==> config.mk <==
export PLATFORM = sky130hd
export DESIGN_NAME = manta_bus_hub_flat
export DESIGN_NICKNAME = d
export VERILOG_FILES = /design/src/rtl/manta_bus_hub_if.sv /design/src/rtl/manta_bus_hub.sv /design/src/flat_wrapper.sv
export SDC_FILE = /design/constraint.sdc
export NUM_CORES = 1
export LEC_CHECK = 0
export BUFFER_PORTS_ARGS = -buffer_cell sky130_fd_sc_hd__buf_2
export CAP_MARGIN = 20
export CORE_MARGIN = 4
export CORE_UTILIZATION = 35
export CTS_CLUSTER_DIAMETER = 150
export CTS_CLUSTER_SIZE = 30
export DETAILED_ROUTE_END_ITERATION = 16
export HOLD_SLACK_MARGIN = 0.02
export PLACE_DENSITY = 0.62
export SLEW_MARGIN = 20
export SYNTH_ARGS = -nofsm -noshare
export SYNTH_HDL_FRONTEND = slang
export SYNTH_SLANG_ARGS = --single-unit
==> constraint.sdc <==
create_clock -name clk -period 2.5 [get_ports clk]
set_input_delay 0.125 -clock clk [delete_from_list [all_inputs] [get_ports clk]]
set_output_delay 0.125 -clock clk [all_outputs]
set_load 0.02 [all_outputs]
==> src/rtl/manta_bus_hub_if.sv <==
// Bus bundle between the manta receiver/transmitter pair, the hub and its cores.
// The hub takes the slave view; the receiver, transmitter and cores sit on the master side.
interface manta_bus_hub_if #(
    parameter int unsigned N_CORES   = 4,
    parameter int unsigned ADDR_W    = 16,
    parameter int unsigned DATA_W    = 16,
    parameter int unsigned SPAN_LOG2 = 12
);
    logic [ADDR_W-1:0]         addr_i;
    logic [DATA_W-1:0]         data_i;
    logic                      rw_i;
    logic                      valid_i;
    logic [SPAN_LOG2-1:0]      core_addr_o;
    logic [DATA_W-1:0]         core_data_o;
    logic                      core_rw_o;
    logic [N_CORES-1:0]        core_valid_o;
    logic [N_CORES*DATA_W-1:0] core_data_i;
    logic [N_CORES-1:0]        core_valid_i;
    logic [ADDR_W-1:0]         addr_o;
    logic [DATA_W-1:0]         data_o;
    logic                      valid_o;
    logic                      err_o;
    logic [15:0]               drop_cnt_o;

    modport slave (
        input  addr_i, data_i, rw_i, valid_i, core_data_i, core_valid_i,
        output core_addr_o, core_data_o, core_rw_o, core_valid_o,
               addr_o, data_o, valid_o, err_o, drop_cnt_o
    );

    modport master (
        output addr_i, data_i, rw_i, valid_i, core_data_i, core_valid_i,
        input  core_addr_o, core_data_o, core_rw_o, core_valid_o,
               addr_o, data_o, valid_o, err_o, drop_cnt_o
    );
endinterface

==> src/rtl/manta_bus_hub.sv <==
// Star-topology hub: one request at a time, decoded by upper address bits to one core,
// with read timeout, unmapped-read error response and a saturating drop counter.
module manta_bus_hub #(
    parameter int unsigned       N_CORES   = 4,
    parameter int unsigned       ADDR_W    = 16,
    parameter int unsigned       DATA_W    = 16,
    parameter int unsigned       SPAN_LOG2 = 12,
    parameter int unsigned       TIMEOUT   = 255,
    parameter logic [DATA_W-1:0] ERR_DATA  = 16'hDEAD
) (
    input logic             clk,
    input logic             rst_n,
    manta_bus_hub_if.slave  bus
);
    localparam int unsigned IDX_W = ADDR_W - SPAN_LOG2;
    localparam int unsigned SEL_W = (N_CORES > 1) ? $clog2(N_CORES) : 1;

    typedef enum logic [1:0] {S_IDLE, S_ISSUE, S_WAIT} state_e;

    state_e               state_q, state_d;
    logic [ADDR_W-1:0]    addr_q, addr_d;
    logic                 rw_q, rw_d;
    logic [SEL_W-1:0]     sel_q, sel_d;
    logic [15:0]          tmo_q, tmo_d;
    logic [SPAN_LOG2-1:0] core_addr_q, core_addr_d;
    logic [DATA_W-1:0]    core_data_q, core_data_d;
    logic                 core_rw_q, core_rw_d;
    logic [N_CORES-1:0]   core_valid_q, core_valid_d;
    logic [ADDR_W-1:0]    addr_o_q, addr_o_d;
    logic [DATA_W-1:0]    data_o_q, data_o_d;
    logic                 valid_o_q, valid_o_d;
    logic                 err_o_q, err_o_d;
    logic [15:0]          drop_q, drop_d;

    logic [IDX_W-1:0]     in_idx;
    logic [SEL_W-1:0]     in_sel;
    logic                 in_mapped;
    logic                 busy;

    assign in_idx    = bus.addr_i[ADDR_W-1:SPAN_LOG2];
    assign in_sel    = in_idx[SEL_W-1:0];
    assign in_mapped = (32'(in_idx) < N_CORES);
    // The IDLE cycle that presents a response still counts as busy for new requests.
    assign busy      = (state_q != S_IDLE) || valid_o_q;

    always_comb begin
        state_d      = state_q;
        addr_d       = addr_q;
        rw_d         = rw_q;
        sel_d        = sel_q;
        tmo_d        = tmo_q;
        core_addr_d  = core_addr_q;
        core_data_d  = core_data_q;
        core_rw_d    = core_rw_q;
        core_valid_d = '0;
        addr_o_d     = addr_o_q;
        data_o_d     = data_o_q;
        valid_o_d    = 1'b0;
        err_o_d      = 1'b0;
        drop_d       = drop_q;

        if (bus.valid_i && busy && (drop_q != 16'hFFFF)) begin
            drop_d = drop_q + 16'd1;
        end

        unique case (state_q)
            S_IDLE: begin
                if (bus.valid_i && !valid_o_q) begin
                    addr_d = bus.addr_i;
                    rw_d   = bus.rw_i;
                    sel_d  = in_sel;
                    if (in_mapped) begin
                        state_d              = S_ISSUE;
                        core_valid_d[in_sel] = 1'b1;
                        core_addr_d          = bus.addr_i[SPAN_LOG2-1:0];
                        core_data_d          = bus.data_i;
                        core_rw_d            = bus.rw_i;
                    end else if (!bus.rw_i) begin
                        valid_o_d = 1'b1;
                        err_o_d   = 1'b1;
                        data_o_d  = ERR_DATA;
                        addr_o_d  = bus.addr_i;
                    end
                end
            end
            S_ISSUE: begin
                tmo_d   = '0;
                state_d = rw_q ? S_IDLE : S_WAIT;
            end
            S_WAIT: begin
                if (bus.core_valid_i[sel_q]) begin
                    valid_o_d = 1'b1;
                    data_o_d  = bus.core_data_i[sel_q*DATA_W +: DATA_W];
                    addr_o_d  = addr_q;
                    state_d   = S_IDLE;
                end else if (tmo_q == 16'(TIMEOUT - 1)) begin
                    valid_o_d = 1'b1;
                    err_o_d   = 1'b1;
                    data_o_d  = ERR_DATA;
                    addr_o_d  = addr_q;
                    state_d   = S_IDLE;
                end else begin
                    tmo_d = tmo_q + 16'd1;
                end
            end
            default: state_d = S_IDLE;
        endcase
    end

    always_ff @(posedge clk or negedge rst_n) begin
        if (!rst_n) begin
            state_q      <= S_IDLE;
            addr_q       <= '0;
            rw_q         <= 1'b0;
            sel_q        <= '0;
            tmo_q        <= '0;
            core_addr_q  <= '0;
            core_data_q  <= '0;
            core_rw_q    <= 1'b0;
            core_valid_q <= '0;
            addr_o_q     <= '0;
            data_o_q     <= '0;
            valid_o_q    <= 1'b0;
            err_o_q      <= 1'b0;
            drop_q       <= '0;
        end else begin
            state_q      <= state_d;
            addr_q       <= addr_d;
            rw_q         <= rw_d;
            sel_q        <= sel_d;
            tmo_q        <= tmo_d;
            core_addr_q  <= core_addr_d;
            core_data_q  <= core_data_d;
            core_rw_q    <= core_rw_d;
            core_valid_q <= core_valid_d;
            addr_o_q     <= addr_o_d;
            data_o_q     <= data_o_d;
            valid_o_q    <= valid_o_d;
            err_o_q      <= err_o_d;
            drop_q       <= drop_d;
        end
    end

    assign bus.core_addr_o  = core_addr_q;
    assign bus.core_data_o  = core_data_q;
    assign bus.core_rw_o    = core_rw_q;
    assign bus.core_valid_o = core_valid_q;
    assign bus.addr_o       = addr_o_q;
    assign bus.data_o       = data_o_q;
    assign bus.valid_o      = valid_o_q;
    assign bus.err_o        = err_o_q;
    assign bus.drop_cnt_o   = drop_q;
endmodule
==> src/flat_wrapper.sv <==
// flat-port wrapper written by rule: the top's interface ports become plain ports
module manta_bus_hub_flat 
#(
    parameter int unsigned       N_CORES   = 4,
    parameter int unsigned       ADDR_W    = 16,
    parameter int unsigned       DATA_W    = 16,
    parameter int unsigned       SPAN_LOG2 = 12,
    parameter int unsigned       TIMEOUT   = 255,
    parameter logic [DATA_W-1:0] ERR_DATA  = 16'hDEAD
)
  (clk, rst_n, bus_addr_i, bus_data_i, bus_rw_i, bus_valid_i, bus_core_data_i, bus_core_valid_i, bus_core_addr_o, bus_core_data_o, bus_core_rw_o, bus_core_valid_o, bus_addr_o, bus_data_o, bus_valid_o, bus_err_o, bus_drop_cnt_o);
  manta_bus_hub_if #(.N_CORES(N_CORES), .ADDR_W(ADDR_W), .DATA_W(DATA_W), .SPAN_LOG2(SPAN_LOG2)) bus_i ();
  input logic clk;
  input logic rst_n;
  input wire logic [$bits(bus_i.addr_i)-1:0] bus_addr_i;
  input wire logic [$bits(bus_i.data_i)-1:0] bus_data_i;
  input wire logic [$bits(bus_i.rw_i)-1:0] bus_rw_i;
  input wire logic [$bits(bus_i.valid_i)-1:0] bus_valid_i;
  input wire logic [$bits(bus_i.core_data_i)-1:0] bus_core_data_i;
  input wire logic [$bits(bus_i.core_valid_i)-1:0] bus_core_valid_i;
  output wire logic [$bits(bus_i.core_addr_o)-1:0] bus_core_addr_o;
  output wire logic [$bits(bus_i.core_data_o)-1:0] bus_core_data_o;
  output wire logic [$bits(bus_i.core_rw_o)-1:0] bus_core_rw_o;
  output wire logic [$bits(bus_i.core_valid_o)-1:0] bus_core_valid_o;
  output wire logic [$bits(bus_i.addr_o)-1:0] bus_addr_o;
  output wire logic [$bits(bus_i.data_o)-1:0] bus_data_o;
  output wire logic [$bits(bus_i.valid_o)-1:0] bus_valid_o;
  output wire logic [$bits(bus_i.err_o)-1:0] bus_err_o;
  output wire logic [$bits(bus_i.drop_cnt_o)-1:0] bus_drop_cnt_o;
  assign bus_i.addr_i = bus_addr_i;
  assign bus_i.data_i = bus_data_i;
  assign bus_i.rw_i = bus_rw_i;
  assign bus_i.valid_i = bus_valid_i;
  assign bus_i.core_data_i = bus_core_data_i;
  assign bus_i.core_valid_i = bus_core_valid_i;
  assign bus_core_addr_o = bus_i.core_addr_o;
  assign bus_core_data_o = bus_i.core_data_o;
  assign bus_core_rw_o = bus_i.core_rw_o;
  assign bus_core_valid_o = bus_i.core_valid_o;
  assign bus_addr_o = bus_i.addr_o;
  assign bus_data_o = bus_i.data_o;
  assign bus_valid_o = bus_i.valid_o;
  assign bus_err_o = bus_i.err_o;
  assign bus_drop_cnt_o = bus_i.drop_cnt_o;
  manta_bus_hub #(.N_CORES(N_CORES), .ADDR_W(ADDR_W), .DATA_W(DATA_W), .SPAN_LOG2(SPAN_LOG2), .TIMEOUT(TIMEOUT), .ERR_DATA(ERR_DATA)) u_core (.clk(clk), .rst_n(rst_n), .bus(bus_i));
endmodule
# Word-level counts from Yosys, hierarchy flattened
# Index checks and enable logic that the tools add are counted.
# W data, S select, Z words.
# classes
n_addsub,2
magnitude_cmp,4
eq_ne,11
shifts,1
n_mux,36
n_reduce_logical,15
# op_table
operator,count
$mux W16,12
$pmux W16 S2,3
$shiftx A64 B7 Y16,1
$add A16 B1 Y16 const B,2
$eq A16 B8 Y1 const B,1
$ne A16 B16 Y1 const B,1
$mux W4,3
$mux W2,5
$reduce_and A3 Y1,3
$mux W1,8
$ne A2 B2 Y1 const B,4
$lt A2 B3 Y1 const B,2
$pmux W2 S3,1
$reduce_bool A2 Y1,3
$reduce_and A5 Y1,1
$logic_and A1 B1 Y1,4
$lt A4 B3 Y1 const B,1
$ne A2 B1 Y1 const B,2
$pmux W1 S2,2
$ne A3 B1 Y1 const B,1
$bmux W1 S2,1
$demux W1 S2,1
$eq A2 B1 Y1 const B,1
$eq A2 B2 Y1 const B,1
5 further kinds,5
# totals
register_bits,120
input_bits,104
output_inout_bits,83
elab_cells,83

# Logic depth before layout (Yosys ltp)
# Gate-level depths: netlist of the first run.
# depth
ltp_word,7
mapped_depth,8
ltp_nobuf,6

# Worst setup path after synthesis of the first run
# OpenSTA, ideal clock, no wires.
# synth_timing
path_type,flip-flop to flip-flop
from,reg u_core.state_q[0]
to,"reg u_core.addr_o_q[10], in the netlist u_core.bus.addr_o[10]"
setup_ns,0.126
arrival_time_ns,1.884
required_ns,2.374
setup_slack_ns,0.490
stages_incl_launch_ff,8
path_buffers,1
period_less_slack_ns,2.010
cell_sequence,dfrtp_1 > inv_1 > ha_1 > nand3b_1 > o32a_1 > a21o_4 > buf_6 > a221o_1
# synth_via
elab_chain_len,3
elab_cells_between_ends,9
classes_between,5 x eq/ne; 1 x mux; 3 x reduce/logical
# synth_lines
item,line_no,text
from (decl),manta_bus_hub.sv:20,"state_e state_q, state_d;"
from (signal assigned),manta_bus_hub.sv:127,state_q <= state_d;
$eq A2 B2 Y1 or $logic_not A2 Y1 (tied branches),manta_bus_hub.sv:66,unique case (state_q)
$ne A3 B1 Y1 (no source line) (tied with other cells),n/a,
$reduce_and A5 Y1 (no source line),n/a,
to (signal assigned),manta_bus_hub.sv:136,addr_o_q <= addr_o_d;
to (decl),manta_bus_hub.sv:29,"logic [ADDR_W-1:0] addr_o_q, addr_o_d;"
# Several ways; a longest one is shown, not always the timed one.
# A chain may end at the register's enable or synchronous reset.

# Worst setup path in the final report of the first run
# layout_timing
from,reg u_core.state_q[0]
to,"reg u_core.data_o_q[7], in the netlist u_core.bus.data_o[7]"
# layout_via
elab_chain_len,3
elab_cells_between_ends,9
classes_between,5 x eq/ne; 1 x mux; 3 x reduce/logical
# layout_lines
item,line_no,text
$eq A2 B2 Y1 or $logic_not A2 Y1 (tied branches),manta_bus_hub.sv:66,
$ne A3 B1 Y1 (no source line) (tied with other cells),n/a,
$reduce_and A5 Y1 (no source line),n/a,
to (signal assigned),manta_bus_hub.sv:137,data_o_q <= data_o_d;
to (decl),manta_bus_hub.sv:30,"logic [DATA_W-1:0] data_o_q, data_o_d;"
# Several ways; a longest one is shown, not always the timed one.

==> flow_summary.yaml, run 1 <==
timing:
  slew_headroom: 0.528
  fin_crit_sh: 0.941
  hold_ws_ns: 0.0846
  rsz0062_at_grt: "no"
  period_minus_slack_ns: 2.35
  final_max_slew_viol_count: 0
  clock.fmax_mhz: 425
  fin_setup_tns_ns: 0
  hold_viol_final: 0
  fin_worst_skew_ns: 0.00796
  worstMarginPinSlew_ns: 0.702
  setup_viol: 0
yosys:
  synth-main-ff-cell: "dfrtp_1"
  synth_most_common_cell: "dfrtp_1"
  syn_inst: 550
  synthDominantCellAreaShare: 0.496
  synth.area.top_cells: "dfrtp_1 (50%), nand2_1 (7.0%), mux4_2 (6.4%), mux2_2 (4.7%), mux2i_1 (2.4%)"
  yosysWarnings: 0
  synth_edf_count: 0
  synth.distinct_cells: 62
  syn_area_per_cell_um2: 10.8
  syn_nets: 660
  ys_seq_area_frac: 0.496
  syn_area_um2: 5950
  synth_top_area_cell: "dfrtp_1"
  synth_common_cells: "dfrtp_1 (118), nand2_1 (111), nor2_1 (29)"
  ys_ff_latch: 118
  synth-async-reset-ratio: 1.00
power_and_ir_drop:
  leakage_uw: 0.00410
  p_per_area_nw_per_um2: 1050
  irDropWorstVdd_uv: 600
die:
  die_y_um: 138
  core-area_um2: 16600
  die_x_um: 138
  ios: 187
  initial_utilization: 0.358
  dieArea_um2: 19200
  num_rows: 47
worst_setup_path:
  crit_path_end_kind: "flop"
  crit_path_max_fanout: 10
  arrival_ns: 2.68
  reg2reg_depth: 9
  cp-start-kind: "flop"
  crit_type: "flop to flop"
  required_ns: 2.83
clocking:
  clockRootBuffer: "clkbuf_16"
  clock_path_buffers: 2
  cts.clk_slew.worst_paths_ns: 0.05
  h-tree-depth: 4
  cts_tree: "done"
  cts_made_buffers: 17
  clock-sinks: 118
  clock_latency_ns: 0.41
finish:
  nFillCells: 1506
  layout-drive-gt1-share: 0.385
  area_delta_synth_final_pct: 37.5
  nets: 892
  final_util: 0.492
  fin_area_um2: 8180
  insertedDiodeCount: 0
route:
  drc: 0
  postRouteAntennaNets: 0
  via_per_inst: 5.10
  wire_per_inst_um: 17.1
  dr.pass1.iters: 4
  wl_mm: 17.3
  vias: 5159
  initialDrtViolationCount: 360
grt:
  grt_max_degree: 51
  grt_pass1_vias: 5446
  grt_antenna_before_repair: 0
  grt_pass1_wl_mm: 28.5
  grt_usage: 0.182
  overflow: 0
hold_path:
  min_delay_path_depth: 2
  hp-class: "primary input to flop"
run:
  drv_cap: 0
place:
  port_buffers: 186
  dpl.hpwl_mm: 12.3
  place.gp.congestion: 0.870
  placed_area_um2: 7180
status:
  status: "finished, final reports clean"
[path summary, 6_finish.rpt]
path                                              end                       start  slack [ns]
setup / recovery                 u_core.bus.data_o[7]           u_core.state_q[0]        0.15
hold / removal                   u_core.bus.core_rw_o                    bus_rw_i        0.08
setup reg to reg                 u_core.bus.data_o[7]           u_core.state_q[0]        0.15
hold reg to reg            u_core.bus.core_data_o[15]  u_core.bus.core_data_o[15]        0.47
max in group asynchronous   u_core.bus.drop_cnt_o[14]                       rst_n        1.49
min in group asynchronous        u_core.bus.data_o[1]                       rst_n        0.30
[registers in the layout (all words and copies together), names as in the netlist]
signal                   flops
u_core.bus.addr_o           16
u_core.bus.core_data_o      16
u_core.bus.data_o           16
u_core.bus.drop_cnt_o       16
u_core.tmo_q                16
u_core.addr_q               15
u_core.bus.core_addr_o      12
u_core.bus.core_valid_o      4
u_core.state_q               2
u_core.bus.core_rw_o         1
u_core.bus.err_o             1
u_core.bus.valid_o           1
u_core.rw_q                  1
u_core.sel_q                 1
[layout make-up]
type	instances	area [µm²]	area share
inverter	19	71.3	0.00872
sequential	118	2950	0.361
tap	220	275	0.0336
clock inverter	8	149	0.0182
timing repair buffer	242	1450	0.178
multi-input combinational	384	2810	0.344
clock buffer	21	470	0.0575
[layer usage]
metal / up-vias / part of all wire / global-route usage
met1: 2507 / 0.43 / 0.236
met5: - / 0 / 0
li1: 2443 / - / -
met4: 0 / 0.015 / 0.0676
met3: 21 / 0.070 / 0.0594
met2: 188 / 0.48 / 0.285
[critical path, cell delays in order, from the launching register on]
cell and delay (ns):
dfrtp_1 0.38, inv_1 0.11, ha_1 0.26, nand3b_1 0.15, buf_4 0.17, o32a_1 0.41, a21oi_2 0.16, buf_4 0.19
buf_4 0.23, mux2i_1 0.22
[through the flow]
step	setup slack, ns	total power, µW	cells
floorplan	0.490	4870	550
global placement	0.359	5850	945
detailed placement	0.193	5950	945
CTS	0.108	8610	1008
global route	0.0198	9040	1012
finish	0.148	8570	1012
[cell families after synthesis]
family,Yosys count,share of synthesized area
buffers and inverters,48,0.0351
AND/OR/NAND/NOR,251,0.214
AO/OA/AOI/OAI,58,0.0879
flip-flops,118,0.496
multiplexers,56,0.135
adder cells (fa/ha/maj),6,0.0126
XOR/XNOR,13,0.0191
[repair_timing]
action / CTS / global route
gates resized for setup: 0 / 1
setup buffers: 0 / 3
hold buffers: 34 / 0
endpoints found under the setup margin: 0 / 1
endpoints found under the hold margin: 92 / 0
[cell usage in the layout (no fill, tap or decap), types with 6 or more instances in the layout]
master,n
buf_4,20
inv_1,19
a31oi_1,6
nor3_1,12
nor2_1,29
mux2i_1,14
a221o_1,10
ha_1,6
clkbuf_16,17
xor2_1,12
dfrtp_1,118
and2_1,18
dlygate4sd3_1,34
a221o_2,6
and3_1,13
nand4_1,12
buf_2,186
nand2_1,111
mux2_2,25
nand3_1,18
mux4_2,17
[report_power, final]
group | internal, µW | total (µW) | switching, µW | leakage [µW]
logic | 1310 | 3080 | 1770 | 0.00234
clock network | 1730 | 2580 | 850 | 0.000297
registers | 2510 | 2910 | 393 | 0.00146
total | 5550 | 8570 | 3020 | 0.00410
(Power assumes the default switching activity.)
==> inputs of run 2 (changes only) <==
Settings changed: RECOVER_POWER from default to 25.
==> flow_summary.yaml, run 2 (synthesis gave the netlist of run 1 again) <==
status:
  status: "finished, final reports clean"
finish:
  layout_commonest_cell: "buf_2"
  nFillCells: 1508
  finalNonFillerCells: 1012
  area_delta_synth_final_pct: 37.1
  final_cell_mix: "buf_2 (184), dfrtp_1 (118), nand2_1 (111)"
  insertedDiodeCount: 0
  layout-drive-gt1-share: 0.381
  nets: 892
worst_setup_path:
  crit_path_end_kind: "flop"
  cpMostUsedCell: "buf_4"
  crit_chain: "inv_1 > ha_1 > nand3b_1 > buf_4 > o32a_1 > a21oi_2 > buf_4 > buf_4 > mux2i_1"
  critPathLaunch: "u_core.state_q[0]"
  crit_type: "flop to flop"
  crit_family: "buffers and inverters"
  crit_path_max_fanout: 10
  arrival_ns: 2.68
  cp-start-kind: "flop"
  reg2reg_from: "u_core.state_q[0]"
  cp.buffers_inverters: 4
  required_ns: 2.83
  cpMaxStageDelayCell: "o32a_1"
  crit_path_max_incr_delay_ns: 0.41
timing:
  hold_ws_ns: 0.0837
  fin_worst_skew_ns: 0.00850
  fin_setup_tns_ns: 0
  clock.fmax_mhz: 425
  setup_ws_ns: 0.149
  period_minus_slack_ns: 2.35
  hold_viol_final: 0
  slew_headroom: 0.164
  final_max_slew_viol_count: 0
  worstMarginPinSlew_ns: 1.25
  fin_crit_sh: 0.940
  setup_viol: 0
  rsz0062_at_grt: "no"
die:
  initial_utilization: 0.358
  core-area_um2: 16600
  die_y_um: 138
  num_rows: 47
  ios: 187
  die_x_um: 138
  dieArea_um2: 19200
route:
  dr.pass1.iters: 5
  drc: 0
  postRouteAntennaNets: 0
  wl_mm: 17.3
  wire_per_inst_um: 17.1
  vias: 5201
  via_per_inst: 5.14
  initialDrtViolationCount: 289
place:
  place.gp.congestion: 0.870
  dp_slack_ns: 0.193
  port_buffers: 186
  dpl.hpwl_mm: 12.3
  dp_cells: 945
run:
  drv_cap: 0
power_and_ir_drop:
  irDropWorstVdd_uv: 599
  leakage_uw: 0.00409
  p_per_area_nw_per_um2: 1050
hold_path:
  hold_start: "bus_rw_i"
  hp-class: "primary input to flop"
grt:
  overflow: 0
  grt_usage: 0.182
  grt_pass1_vias: 5446
  grt_pass1_wl_mm: 28.5
  grt_antenna_before_repair: 0
  grt_max_degree: 51
clocking:
  cts_tree: "done"
  clock_latency_ns: 0.41
  clock-sinks: 118
  cts.clk_slew.worst_paths_ns: 0.05
  h-tree-depth: 4
  cts_made_buffers: 17
  clock_path_buffers: 2
  clockRootBuffer: "clkbuf_16"
-- run 2: cell types whose count changed in the layout (fill, tap and decap cells not counted) --
| cell | delta |
|---|---|
| clkbuf_1 | +3 |
| buf_4 | -1 |
| buf_2 | -2 |
| clkbuf_2 | +1 |
| buf_12 | -1 |
-- run 2: cell type report --
type | count | area (µm²) | area share
Inverter | 19 | 71.3 | 0.00874
Clock inverter | 8 | 149 | 0.0182
Tap cell | 220 | 275 | 0.0337
Timing Repair Buffer | 242 | 1430 | 0.175
Clock buffer | 21 | 470 | 0.0576
Multi-Input combinational cell | 384 | 2810 | 0.344
Sequential cell | 118 | 2950 | 0.362
-- run 2: final timing paths --
check | depth (start not counted) | end | slack, ns
setup reg to reg | 9 | u_core.bus.data_o[7] | 0.15
hold reg to reg | 2 | u_core.bus.core_data_o[15] | 0.47
max in group asynchronous | 3 | u_core.bus.valid_o | 0.48
hold / removal | 2 | u_core.bus.core_rw_o | 0.08
setup / recovery | 9 | u_core.bus.data_o[7] | 0.15
min in group asynchronous | 2 | u_core.tmo_q[15] | 0.53
-- run 2: report_power, final --
part           switching (µW)  leakage [µW]  internal [µW]
Clock                     846      0.000297           1730
Sequential                395       0.00146           2510
Combinational            1770       0.00232           1300
-- run 2: per-stage QoR --
step	instance area (µm²)	total power, µW	util
2_1_floorplan	5950	4870	-
3_3_place_gp	7180	5850	0.432
3_5_place_dp	7180	5950	0.432
4_1_cts	8140	8610	0.489
5_1_grt	8160	9030	0.490
6_report	8160	8560	0.490
-- run 2: repair_timing --
action,in CTS,in global routing
setup buffers,0,3
endpoints found under the setup margin,0,1
hold buffers,34,0
gates resized for setup,0,1
hold endpoints to repair,92,0
-- run 2: worst register-to-register path, cell delays in order, from the launching register on --
cell	delay [ns]
dfrtp_1	0.38
inv_1	0.11
ha_1	0.25
nand3b_1	0.15
buf_4	0.17
o32a_1	0.41
a21oi_2	0.17
buf_4	0.19
buf_4	0.23
mux2i_1	0.22
-- run 2: metal layers --
metal | routed length [µm] | vias up | global-route usage
li1 | - | 2442 | -
met1 | 7350 | 2535 | 0.236
met2 | 8370 | 206 | 0.285
met3 | 1320 | 18 | 0.0594
met4 | 269 | 0 | 0.0676
met5 | 0 | - | 0
